File: config.mk
export PLATFORM = sky130hd
export DESIGN_NAME = pixel_stream_tx
export DESIGN_NICKNAME = d
export VERILOG_FILES = /design/src/rtl/pixel_stream_pkg.sv /design/src/rtl/pixel_pattern_gen.sv /design/src/rtl/pixel_stream_tx.sv
export SDC_FILE = /design/constraint.sdc
export NUM_CORES = 1
export LEC_CHECK = 0
export ABC_CLOCK_PERIOD_IN_PS = 2200
export CAP_MARGIN = 20
export CORE_UTILIZATION = 41
export DETAILED_ROUTE_END_ITERATION = 10
export PLACE_DENSITY = 0.68
export SYNTH_ARGS = -nofsm -noshare
export SYNTH_HDL_FRONTEND = slang
export SYNTH_HIERARCHICAL = 1
export SYNTH_SLANG_ARGS = --single-unit
File: constraint.sdc
create_clock -name clk -period 2.2 [get_ports clk]
set_input_delay 0.44 -clock clk [delete_from_list [all_inputs] [get_ports clk]]
set_output_delay 0.44 -clock clk [all_outputs]
set_load 0.01 [all_outputs]
File: src/rtl/pixel_stream_pkg.sv
// Shared types and constants for the pixel-stream transmitter: FSM states, pattern codes,
// the RGB888 pixel type and the colour-bar table.
package pixel_stream_pkg;

   typedef enum logic [1:0] {
      StIdle,
      StActive,
      StHblank,
      StVblank
   } state_e;

   localparam logic [1:0] PAT_SOLID = 2'd0;
   localparam logic [1:0] PAT_BARS  = 2'd1;
   localparam logic [1:0] PAT_RAMP  = 2'd2;
   localparam logic [1:0] PAT_COUNT = 2'd3;

   typedef struct packed {
      logic [7:0] r;
      logic [7:0] g;
      logic [7:0] b;
   } rgb_t;

   // Index is the bar number; bit 2 drives red, bit 1 green, bit 0 blue.
   localparam rgb_t [7:0] BarColors = {
      24'hFFFFFF, 24'hFFFF00, 24'hFF00FF, 24'hFF0000,
      24'h00FFFF, 24'h00FF00, 24'h0000FF, 24'h000000
   };

endpackage

File: src/rtl/pixel_pattern_gen.sv
// Combinational test-pattern source; the parent registers the result on each active tick.
module pixel_pattern_gen
   import pixel_stream_pkg::*;
#(
   parameter int unsigned DATA_W   = 24,
   parameter int unsigned H_ACTIVE = 8,
   parameter int unsigned XW       = 3,
   parameter int unsigned YW       = 3
) (
   input  logic [1:0]        pattern,
   input  logic [DATA_W-1:0] solid,
   input  logic [XW-1:0]     x,
   input  logic [YW-1:0]     y,
   input  logic [7:0]        frame_lsb,
   output logic [DATA_W-1:0] pixel
);

   logic [2:0]        bar_sel;
   logic [23:0]       bar_rgb;
   logic [DATA_W-1:0] pix_idx;

   assign bar_sel = 3'((32'(x) * 32'd8) / H_ACTIVE);
   assign bar_rgb = BarColors[bar_sel];
   assign pix_idx = DATA_W'(32'(y) * H_ACTIVE + 32'(x));

   always_comb begin
      pixel = solid;
      unique case (pattern)
         PAT_SOLID: pixel = solid;
         PAT_BARS:  pixel = DATA_W'(bar_rgb);
         PAT_RAMP:  pixel = DATA_W'({8'(y), 8'(x), frame_lsb});
         PAT_COUNT: pixel = pix_idx;
         default:   pixel = solid;
      endcase
   end

endmodule

File: src/rtl/pixel_stream_tx.sv
// Raster pixel-stream source with blanking, frame/line markers and selectable test patterns.
// Define PIXEL_STREAM_TX_READY_EN to add pixel_ready back-pressure on active pixels.
module pixel_stream_tx
   import pixel_stream_pkg::*;
#(
   parameter int unsigned DATA_W   = 24,
   parameter int unsigned H_ACTIVE = 8,
   parameter int unsigned V_ACTIVE = 4,
   parameter int unsigned H_BLANK  = 2,
   parameter int unsigned V_BLANK  = 3,
   parameter int unsigned CLK_DIV  = 1
) (
   input  logic              clk,
   input  logic              rst_n,
   input  logic              start,
   input  logic              cont_mode,
   input  logic [1:0]        pattern_sel,
   input  logic [DATA_W-1:0] solid_color,
`ifdef PIXEL_STREAM_TX_READY_EN
   input  logic              pixel_ready,
`endif
   output logic [DATA_W-1:0] pixel_data,
   output logic              pixel_valid,
   output logic              line_start,
   output logic              frame_start,
   output logic              frame_done,
   output logic              busy,
   output logic [15:0]       frame_cnt
);

   localparam int unsigned XW        = $clog2(H_ACTIVE);
   localparam int unsigned YW        = $clog2(V_ACTIVE + 1);
   localparam int unsigned VbTicks   = V_BLANK * (H_ACTIVE + H_BLANK);
   localparam int unsigned BlankMax  = (VbTicks > H_BLANK) ? VbTicks : H_BLANK;
   localparam int unsigned BW        = $clog2(BlankMax + 1);
   localparam int unsigned DW        = (CLK_DIV > 1) ? $clog2(CLK_DIV) : 1;

   state_e            state_q, state_d;
   logic [DW-1:0]     div_q, div_d;
   logic [XW-1:0]     x_q, x_d;
   logic [YW-1:0]     y_q, y_d;
   logic [BW-1:0]     blank_q, blank_d;
   logic [1:0]        pat_q, pat_d;
   logic [DATA_W-1:0] solid_q, solid_d;
   logic [15:0]       frame_cnt_q, frame_cnt_d;
   logic [DATA_W-1:0] pixel_data_q, pixel_data_d;
   logic              pixel_valid_q, pixel_valid_d;
   logic              line_start_q, line_start_d;
   logic              frame_start_q, frame_start_d;
   logic              frame_done_q, frame_done_d;

   logic              tick, stall, advance, emit, frame_end;
   logic [DATA_W-1:0] pattern_pixel;

   assign tick = (div_q == DW'(CLK_DIV - 1));
`ifdef PIXEL_STREAM_TX_READY_EN
   // A pending pixel freezes the whole raster until it is accepted.
   assign stall = pixel_valid_q & ~pixel_ready;
`else
   assign stall = 1'b0;
`endif
   assign advance = tick & ~stall;

   pixel_pattern_gen #(
      .DATA_W   (DATA_W),
      .H_ACTIVE (H_ACTIVE),
      .XW       (XW),
      .YW       (YW)
   ) u_pattern (
      .pattern   (pat_q),
      .solid     (solid_q),
      .x         (x_q),
      .y         (y_q),
      .frame_lsb (frame_cnt_q[7:0]),
      .pixel     (pattern_pixel)
   );

   always_comb begin
      state_d     = state_q;
      div_d       = div_q;
      x_d         = x_q;
      y_d         = y_q;
      blank_d     = blank_q;
      pat_d       = pat_q;
      solid_d     = solid_q;
      frame_cnt_d = frame_cnt_q;
      emit        = 1'b0;
      frame_end   = 1'b0;

      if (state_q != StIdle && !stall) begin
         div_d = tick ? '0 : div_q + 1'b1;
      end

      unique case (state_q)
         StIdle: begin
            div_d = '0;
            if (start) begin
               state_d = StActive;
               x_d     = '0;
               y_d     = '0;
               pat_d   = pattern_sel;
               solid_d = solid_color;
            end
         end
         StActive: begin
            if (advance) begin
               emit = 1'b1;
               if (x_q == XW'(H_ACTIVE - 1)) begin
                  x_d     = '0;
                  blank_d = '0;
                  state_d = StHblank;
               end else begin
                  x_d = x_q + 1'b1;
               end
            end
         end
         StHblank: begin
            if (advance) begin
               if (blank_q == BW'(H_BLANK - 1)) begin
                  blank_d = '0;
                  if (y_q != YW'(V_ACTIVE - 1)) begin
                     y_d     = y_q + 1'b1;
                     state_d = StActive;
                  end else if (V_BLANK == 0) begin
                     frame_end = 1'b1;
                  end else begin
                     y_d     = y_q + 1'b1;
                     state_d = StVblank;
                  end
               end else begin
                  blank_d = blank_q + 1'b1;
               end
            end
         end
         StVblank: begin
            if (advance) begin
               if (blank_q == BW'(VbTicks - 1)) begin
                  frame_end = 1'b1;
               end else begin
                  blank_d = blank_q + 1'b1;
               end
            end
         end
         default: state_d = StIdle;
      endcase

      if (frame_end) begin
         frame_cnt_d = frame_cnt_q + 1'b1;
         x_d         = '0;
         y_d         = '0;
         blank_d     = '0;
         if (cont_mode) begin
            state_d = StActive;
            pat_d   = pattern_sel;
            solid_d = solid_color;
         end else begin
            state_d = StIdle;
         end
      end

      frame_done_d  = frame_end;
      pixel_valid_d = stall ? 1'b1 : emit;
      line_start_d  = stall ? line_start_q : (emit && x_q == '0);
      frame_start_d = stall ? frame_start_q : (emit && x_q == '0 && y_q == '0);
      pixel_data_d  = emit ? pattern_pixel : pixel_data_q;
   end

   always_ff @(posedge clk or negedge rst_n) begin
      if (!rst_n) begin
         state_q       <= StIdle;
         div_q         <= '0;
         x_q           <= '0;
         y_q           <= '0;
         blank_q       <= '0;
         pat_q         <= '0;
         solid_q       <= '0;
         frame_cnt_q   <= '0;
         pixel_data_q  <= '0;
         pixel_valid_q <= 1'b0;
         line_start_q  <= 1'b0;
         frame_start_q <= 1'b0;
         frame_done_q  <= 1'b0;
      end else begin
         state_q       <= state_d;
         div_q         <= div_d;
         x_q           <= x_d;
         y_q           <= y_d;
         blank_q       <= blank_d;
         pat_q         <= pat_d;
         solid_q       <= solid_d;
         frame_cnt_q   <= frame_cnt_d;
         pixel_data_q  <= pixel_data_d;
         pixel_valid_q <= pixel_valid_d;
         line_start_q  <= line_start_d;
         frame_start_q <= frame_start_d;
         frame_done_q  <= frame_done_d;
      end
   end

   assign pixel_data  = pixel_data_q;
   assign pixel_valid = pixel_valid_q;
   assign line_start  = line_start_q;
   assign frame_start = frame_start_q;
   assign frame_done  = frame_done_q;
   assign busy        = (state_q != StIdle);
   assign frame_cnt   = frame_cnt_q;

endmodule
# [Word-level counts from Yosys, hierarchy flattened]
# Memory sizes are Yosys's and may differ from the RTL's.
# Index checks and enable logic that the tools add are counted.
[op_classes] addsub=6 n_lt_le_gt_ge=1 eq_ne=17 muxes=44 n_reduce_logical=16
[op_table] op="two-way mux 24 bit" n=5
[op_table] op="case mux 24 bit (4 select lines)" n=1
[op_table] op="two-way mux 5 bit" n=7
[op_table] op="two-way mux 2 bit" n=11
[op_table] op="two-way mux 3 bit" n=7
[op_table] op="inequality test 3 bit, second input constant" n=7
[op_table] op="adder 16 x 1 -> 16 bit, second input constant" n=1
[op_table] op="case mux 5 bit (3 select lines)" n=1
[op_table] op="case mux 3 bit (2 select lines)" n=2
[op_table] op="AND reduction 6 bit" n=2
[op_table] op="two-way mux 1 bit" n=9
[op_table] op="== test 2 bit, second input constant" n=4
[op_table] op="nonzero test 4 bit" n=2
[op_table] op="adder 6 x 3 -> 7 bit" n=1
[op_table] op="adder 3 x 1 -> 3 bit, second input constant" n=2
[op_table] op="logical NOT 3 bit" n=2
[op_table] op="case mux 2 bit (3 select lines)" n=1
[op_table] op="nonzero test 3 bit" n=2
[op_table] op="adder 5 x 1 -> 5 bit, second input constant" n=1
[op_table] op="== test 5 x 1 -> 1 bit, second input constant" n=1
[op_table] op="== test 5 bit, second input constant" n=1
[op_table] op="== test 2 x 1 -> 1 bit, second input constant" n=2
[op_table] op="logical NOT 2 bit" n=2
[op_table] op="less-than comparator 3 x 4 -> 1 bit, second input constant" n=1
[op_table] op="other kinds (7)" n=9
[totals] regBits=84 rom_bits=192 inputBits=30 output_inout_bits=45 mem_count=1
[mem_list] memory="(name not given)" depth=8 word_bits=24 read_ports=1 rd_ports_with_merged_regs=0 wr=0 line="pixel_pattern_gen.sv:23" text="assign bar_rgb = BarColors[bar_sel];"

# [Depth between registers and ports, before layout]
# Gate-level depths: netlist (run 1).
[depth] depth_word=6 ltp_mapped=7

# [Cells and area by module]
# Netlist (run 1), hierarchy kept.
[modules_own_cells] mod="pixel_stream_tx" instances=1 cells_per_inst=274 area_each_um2=3684.8 seq_area_each_um2=2077.0
[modules_own_cells] mod="pixel_pattern_gen" instances=1 cells_per_inst=55 area_each_um2=437.9 seq_area_each_um2=0.0

# [Worst setup path after synthesis (run 1)]
# OpenSTA, ideal clock, no wires.
[synth_timing] path_type="register to register" startpoint="register state_q[0]" endpoint="register pat_q[0]" setup_ns=0.125 t_arrival_ns=1.763 required_time_ns=2.075 setup_slack_ns=0.312 path_stages_with_launch=8 path_buffers=1 path_cell_list="dfrtp_1 > ha_1 > and4_4 > nand2_4 > inv_8 > a22oi_4 > buf_12 > mux2_4"
[synth_between] word_cells_on_any_way=6
[synth_rtl] element="from (decl)" line="pixel_stream_tx.sv:38" text="state_e state_q, state_d;"
[synth_rtl] element="from (signal assigned)" line="pixel_stream_tx.sv:170" text="state_q <= StIdle;"
[synth_rtl] element="from (signal assigned)" line="pixel_stream_tx.sv:184" text="state_q <= state_d;"
[synth_rtl] element="== test 2 bit" line="pixel_stream_tx.sv:94" text="unique case (state_q)"
[synth_rtl] element="two-way mux 1 bit" line="pixel_stream_tx.sv:94"
[synth_rtl] element="named net frame_done_d" line="pixel_stream_tx.sv:50" text="logic frame_done_q, frame_done_d;"
[synth_rtl] element="two-way mux 2 bit" line="pixel_stream_tx.sv:147" text="if (frame_end) begin"
[synth_rtl] element="named net pat_d[0]" line="pixel_stream_tx.sv:43" text="logic [1:0] pat_q, pat_d;"
[synth_rtl] element="to (signal assigned)" line="pixel_stream_tx.sv:189" text="pat_q <= pat_d;"
[synth_rtl] element="to (decl)" line="pixel_stream_tx.sv:43"
# The timed path passes the listed nets, and every way through them passes these cells.
# A chain may end at the register's enable or synchronous reset.

# [Worst setup path in the final report (run 1)]
[layout_timing] startpoint="register state_q[1]" endpoint="output port busy"
[layout_between] elab_chain_cells=1
[layout_lines] element="nonzero test 2 bit" line="pixel_stream_tx.sv:205" text="assign busy = (state_q != StIdle);"
[layout_lines] element="to (decl)" line="pixel_stream_tx.sv:27" text="output logic busy,"
# Every way passes these cells.

==> results of run 1 <==
-- Yosys cell counts, types with 6 or more instances --
cell | count | area [um^2]
nand2b_1 | 12 | 75.1
mux2i_1 | 12 | 120
nor2_1 | 8 | 30.0
a21oi_1 | 16 | 80.1
o21ai_0 | 17 | 85.1
ha_1 | 13 | 163
xnor2_1 | 12 | 105
mux2_4 | 20 | 300
clkbuf_1 | 6 | 22.5
inv_1 | 12 | 45.0
mux2_2 | 30 | 338
nand3_1 | 9 | 45.0
dfrtp_1 | 83 | 2080
nand2_1 | 19 | 71.3
nand4_1 | 6 | 37.5
-- layout make-up --
| class | count | area, um^2 | share of cell area, % |
|---|---|---|---|
| flip-flops and latches | 83 | 2080 | 39.6 |
| repair buffers | 86 | 866 | 16.5 |
| clock inverters | 5 | 61.3 | 1.17 |
| multi-input cells | 217 | 1870 | 35.7 |
| inverters | 13 | 56.3 | 1.07 |
| well taps | 133 | 166 | 3.18 |
| clock buffers | 11 | 141 | 2.70 |
-- through the flow --
stage	setup slack (ns)	instances	area [um^2]	power [mW]	util, %
2_1_floorplan	0.312	329	4120	4.32	-
3_3_place_gp	0.259	532	5040	5.20	51.5
3_5_place_dp	0.219	532	5040	5.27	51.5
4_1_cts	0.0856	548	5240	6.42	53.6
5_1_grt	0.0239	548	5240	6.82	53.6
6_report	0.106	548	5240	6.37	53.6
-- path summary, 6_finish.rpt --
kind	startpoint	end	slack, ns	cells past startpoint
max	state_q[1]$_DFFE_PN0P_	busy	0.11	4
min	rst_n	solid_q[9]$_DFF_PN0_	-0.004	1
max reg2reg	state_q[1]$_DFFE_PN0P_	solid_q[2]$_DFF_PN0_	0.19	7
min reg2reg	frame_cnt[15]$_DFFE_PN0P_	frame_cnt[15]$_DFFE_PN0P_	0.48	1
max in group asynchronous	rst_n	frame_cnt[1]$_DFFE_PN0P_	1.58	2
min in group clk	frame_cnt[15]$_DFFE_PN0P_	frame_cnt[15]$_DFFE_PN0P_	0.48	1
-- sequential cells by signal, indices dropped and copies added (netlist names) --
register,count
blank_q,5
state_q,2
frame_done,1
pixel_valid,1
pixel_data,24
y_q,3
solid_q,24
x_q,3
line_start,1
frame_start,1
frame_cnt,16
pat_q,2
-- worst max-delay path: cells and delay by family (launching register included) --
kind / cells / cell delay [ns]
buf+inv: 3 / 0.67
flops: 1 / 0.40
fa+ha+maj: 1 / 0.23
-- routing by layer --
| metal | GRT usage [%] | wire length [um] | up-vias |
|---|---|---|---|
| met1 | 25.5 | 4210 | 1402 |
| li1 | - | - | 1331 |
| met4 | 6.59 | 184 | 0 |
| met5 | 0 | 0 | - |
| met3 | 3.28 | 256 | 14 |
| met2 | 27.2 | 4050 | 60 |
-- where the power goes --
part / switching [mW] / internal, mW
registers: 0.377 / 2.04
logic: 1.17 / 1.66
clock network: 0.568 / 0.560
total: 2.11 / 4.26
-- kinds of logic after synthesis --
logic type | count (synthesis) | synth area share, %
buffers and inverters | 29 | 4.22
xor gates and xnor gates | 15 | 3.19
adders and majority gates | 13 | 3.95
AOI/OAI and AO/OA | 45 | 6.83
muxes | 67 | 21.1
DFF | 83 | 50.4
and+or+nand+nor | 77 | 10.3
==> metrics.md, run 1 <==
| Metric | Value |
|---|---|
| Cell variety after synth | `43` |
| Clock Path Buffers | `2` |
| Synth Warn # | `6` |
| Failing checks | `hold timing` |
| Nets | `453` |
| Post-CTS Setup Inserts | `0` |
| Post-DP HPWL | `5980 um` |
| Crit share post-route | `95.2%` |
| Detailed Routing Iterations Pass 1 | `4` |
| Critical path arrival | `1.65 ns` |
| Avg WL per Cell | `15.9 um` |
| Max Slew Vio Count | `0` |
| Post-CTS Hold Buffers | `0` |
| Initial antenna violation count | `0` |
| Setup TNS Final | `0 ns` |
| CP max stage delay | `0.52 ns` |
| Clk_lat worst skew | `0.36 ns` |
| Drt total wl | `8700 um` |
| Largest net degree at the start of global routing | `56` |
| Vias in the first global route | `2751` |
| Area Growth Syn to Fin | `27.1%` |
| Slew @ Worst Pin | `0.611 ns` |
| Starting Density | `42.2%` |
| CTS Buf Count | `9` |
| Status | `finished, violations left` |
| TritonCTS clock tree | `done` |
| H-tree Lvls | `3` |
| Layout cells sized above 1 | `21.9%` |
| Final Hold Viols | `2` |
| Syn Nets | `372` |
| DIE WIDTH | `102 um` |
| Slowest-stage cell, CP | `clkdlybuf4s50_1` |
| Post-Route Skew | `0.00851 ns` |
| Critical Path End Type | `primary output` |
| Final Setup Violations | `0` |
| Fill cells | `835` |
| Post-Syn Instances | `329` |
| Commonest cells after routing, fill and taps aside | `dfrtp_1, clkdlybuf4s50_1, mux2_2` |
| Slew HR | `59.3%` |
| Cell area after synthesis | `4120 um^2` |
| CP most frequent cell | `inv_1` |
| # rows | `36` |
| Number of synthesized flops with an enable pin | `0` |
| CP startpoint kind | `register` |
| IO Port Bufs | `74` |
| Crit-path cells | `inv_1 -> ha_1 -> inv_1 -> clkdlybuf4s50_1` |
| Post-cts resize count | `0` |
| RSZ-0062 raised after global routing | `no` |
| Leakage Power | `2.38 nW` |
| Core Area | `9770 um^2` |
| Pwr/cell area | `1220 nW/um^2` |
| GRT Overall Usage | `17.9%` |
| Register bit count reported by yosys | `83` |
| Achievable Freq | `478 MHz` |
| Final hold slack | `-0.00406 ns` |
| Die Y | `102 um` |
| Drt via density | `5.12` |
| Req. time, crit path | `1.76 ns` |
| Peak VDD IR | `0.000438 V` |
| Die footprint | `10500 um^2` |
| Commonest non-fill, non-tap cell in the layout | `dfrtp_1` |
| Hold Path Class | `primary input to asynchronous set/reset pin` |
| Clock-pin slew of the registers on the worst-case setup and hold paths | `0.09 ns` |
| Iter 0 DRT Violations | `152` |
| First-pass GRT wire length | `14100 um` |
| Sequential fraction of the synthesis area | `50.4%` |
| Syn Area/Cell | `12.5 um^2` |
| Via count | `2807` |
| Final RePlAce weighted congestion | `0.819` |
| Crit-path max FO | `4` |
| Ant. Diodes | `0` |
| Post-route minimum period | `2.09 ns` |
| Num ports | `75` |
| Leading register cell type out of synthesis | `dfrtp_1` |
| CTS root buf | `clkbuf_8` |
| Kind of critical path | `register to primary output` |
| Antenna Nets Post-Route | `0` |
| Async SR Flop Fraction | `100%` |
| Clock Sinks | `83` |
| Grt ovf | `0` |
| Max-Cap Viols | `0` |
| Post-route DRC | `0` |
(Power assumes the default switching activity.)
==> run 2: changes to the inputs <==
--- a/config.mk
+++ b/config.mk
@@ -10,6 +10,7 @@
 export CORE_UTILIZATION = 41
 export DETAILED_ROUTE_END_ITERATION = 10
 export PLACE_DENSITY = 0.68
+export REMOVE_ABC_BUFFERS = 1
 export SYNTH_ARGS = -nofsm -noshare
 export SYNTH_HDL_FRONTEND = slang
 export SYNTH_HIERARCHICAL = 1
==> run 2 against run 1 <==
  * Die area unchanged
  * Non-clock buffer count rose by 5
  * Largest cell class unchanged
  * Critical path depth is 4 higher
  * Final area grew 1.3%
  * First-iteration DRC count down 27%
  * Clock skew increased by 0.0035 ns
  * Utilization grew 0.72 points
  * Cell count rose by 0.91%
  * Sequential power is essentially flat
  * Flip-flop and latch count unchanged
  * The flow now finishes without violations
  * Highest routed layer unchanged
==> metrics.md, run 2 (same netlist as run 1, synthesis figures left out) <==
| Metric | Value |
|---|---|
| R2r worst-path depth | `8` |
| Detailed Routing Iterations Pass 1 | `6` |
| Post-Route Skew | `0.0120 ns` |
| Reg2reg end | `solid_q[3]$_DFF_PN0_` |
| Max-Cap Viols | `0` |
| Leakage Power | `2.42 nW` |
| Hold Path Class | `primary input to asynchronous set/reset pin` |
| DIE WIDTH | `102 um` |
| Grt ovf | `0` |
| Die Y | `102 um` |
| Post-route DRC | `0` |
| Slew @ Worst Pin | `0.444 ns` |
| Final Setup Violations | `0` |
| Largest net degree at the start of global routing | `84` |
| Clock Path Buffers | `2` |
| Commonest non-fill, non-tap cell in the layout | `dfrtp_1` |
| CTS root buf | `clkbuf_8` |
| RSZ-0062 raised after global routing | `no` |
| Critical Path End Type | `register` |
| Final RePlAce weighted congestion | `0.794` |
| Antenna Nets Post-Route | `0` |
| GRT Overall Usage | `18.0%` |
| Top Family by Delay on Critical Path | `flip-flops` |
| Iter 0 DRT Violations | `111` |
| # rows | `36` |
| Layout cells sized above 1 | `23.1%` |
| FF-to-FF Start | `state_q[0]$_DFFE_PN0P_` |
| Num ports | `75` |
| Area Growth Syn to Fin | `28.8%` |
| Crit-path max FO | `13` |
| CP startpoint kind | `register` |
| Slew HR | `70.3%` |
| Kind of critical path | `register to register` |
| Clock Sinks | `83` |
| Ant. Diodes | `0` |
| Vias in the first global route | `2832` |
| Drt via density | `5.10` |
| CP max stage delay | `0.39 ns` |
| R2r setup slk | `0.13 ns` |
| H-tree Lvls | `3` |
| Nets | `458` |
| Post-Place Cell Area | `5040 um^2` |
| Design area | `5310 um^2` |
| Status | `complete, no violations` |
| Peak VDD IR | `0.000410 V` |
| Clock-pin slew of the registers on the worst-case setup and hold paths | `0.09 ns` |
| CTS Buf Count | `9` |
| Post-DP HPWL | `6020 um` |
| Core Area | `9770 um^2` |
| Via count | `2818` |
| Slowest-stage cell, CP | `dfrtp_1` |
| Die footprint | `10500 um^2` |
| Crit share post-route | `94.2%` |
| Post-route minimum period | `2.07 ns` |
| Critical path arrival | `2.31 ns` |
| Drt total wl | `8790 um` |
| Avg WL per Cell | `15.9 um` |
| Worst path bufs/invs | `3` |
| Starting Density | `42.2%` |
| Clk_lat worst skew | `0.36 ns` |
| IO Port Bufs | `74` |
| Req. time, crit path | `2.44 ns` |
| Initial antenna violation count | `0` |
| Final Hold Viols | `0` |
| Achievable Freq | `483 MHz` |
| TritonCTS clock tree | `done` |
| Commonest cells after routing, fill and taps aside | `dfrtp_1, clkdlybuf4s50_1, mux2_2` |
| Crit-path cells | `buf_4 -> ha_1 -> and4_4 -> nand2_8 -> inv_8 -> a22oi_4 -> buf_12 -> mux2_2` |
| Pwr/cell area | `1220 nW/um^2` |
| First-pass GRT wire length | `14300 um` |
| Max Slew Vio Count | `0` |
| Power Total | `6.45 mW` |
run 2: cell types whose count changed in the layout (fill, tap and decap cells not counted):
cell,delta
buf_4,+5
clkinvlp_4,-3
buf_12,-1
clkbuf_1,-1
clkbuf_16,+1
clkbuf_8,+1
clkdlybuf4s50_1,-1
clkinv_4,+1
dlymetal6s2s_1,+1
inv_6,+1
inv_8,+1
nand2_4,-1
nand2_8,+1
run 2: how the worst max path moves through the flow:
stage / startpoint / to / depth (start not counted)
after floorplan: state_q[1]$_DFFE_PN0P_ / blank_q[2]$_DFFE_PN0P_ / 6
after global placement: state_q[0]$_DFFE_PN0P_ / solid_q[1]$_DFF_PN0_ / 7
after detailed placement: state_q[1]$_DFFE_PN0P_ / solid_q[3]$_DFF_PN0_ / 7
after CTS: state_q[0]$_DFFE_PN0P_ / busy / 5
after global routing: state_q[0]$_DFFE_PN0P_ / solid_q[1]$_DFF_PN0_ / 8
final: state_q[0]$_DFFE_PN0P_ / solid_q[3]$_DFF_PN0_ / 8
run 2: worst register-to-register path: cells and delay by family (launching register included):
kind                       cells  cell delay, ns
AOI/OAI and AO/OA              1            0.21
adders and majority gates      1            0.24
buffers and inverters          3            0.40
DFF                            1            0.39
muxes                          1            0.35
and+or+nand+nor                2            0.36
run 2: final cells by class:
type	count	area (um^2)
multi-input combinational	217	1880
sequential	83	2080
timing repair buffer	91	911
tap	133	166
inverter	13	56.3
fill	859	4460
clock inverter	5	67.6
clock buffer	11	151
run 2: repair_timing:
action | 4_1_cts | 5_1_grt
gates cloned | 0 | 1
buffers inserted | 2 | 0
hold buffers | 0 | 0
endpoints found under the setup margin | 1 | 3
gates resized for setup | 0 | 2
run 2: stage by stage:
step	instances	hold WS [ns]	setup slack [ns]	TNS [ns]	utilization, %
2_1_floorplan	313	0.144	-0.0461	-0.348	-
3_3_place_gp	534	0.476	0.261	0	51.6
3_5_place_dp	534	0.491	0.216	0	51.6
4_1_cts	552	0.118	0.000156	0	54.0
5_1_grt	553	0.110	0.0415	0	54.3
6_report	553	0.102	0.128	0	54.3
run 2: routing by layer:
metal | global-route usage, % | routed length [um] | share of wire (%)
met3 | 3.35 | 283 | 3.2
met1 | 25.1 | 4100 | 47
met2 | 28.4 | 4320 | 49
met5 | 0 | 0 | 0
met4 | 5.82 | 87 | 0.99
run 2: report_power, final:
part	internal (mW)	switching (mW)	total [mW]	leakage (nW)
Sequential	2.04	0.343	2.39	1.07
Clock	0.605	0.582	1.19	0.112
Combinational	1.68	1.20	2.88	1.24
Total	4.32	2.13	6.45	2.42
==> run 3: changes to the inputs <==
--- a/config.mk
+++ b/config.mk
@@ -6,7 +6,7 @@
 export NUM_CORES = 1
 export LEC_CHECK = 0
 export ABC_CLOCK_PERIOD_IN_PS = 2200
-export CAP_MARGIN = 20
+export CAP_MARGIN = 5
 export CORE_UTILIZATION = 41
 export DETAILED_ROUTE_END_ITERATION = 10
 export PLACE_DENSITY = 0.68
==> results of run 3 <==
Same layout as run 2: the final DEF is identical, and so are final timing and power.
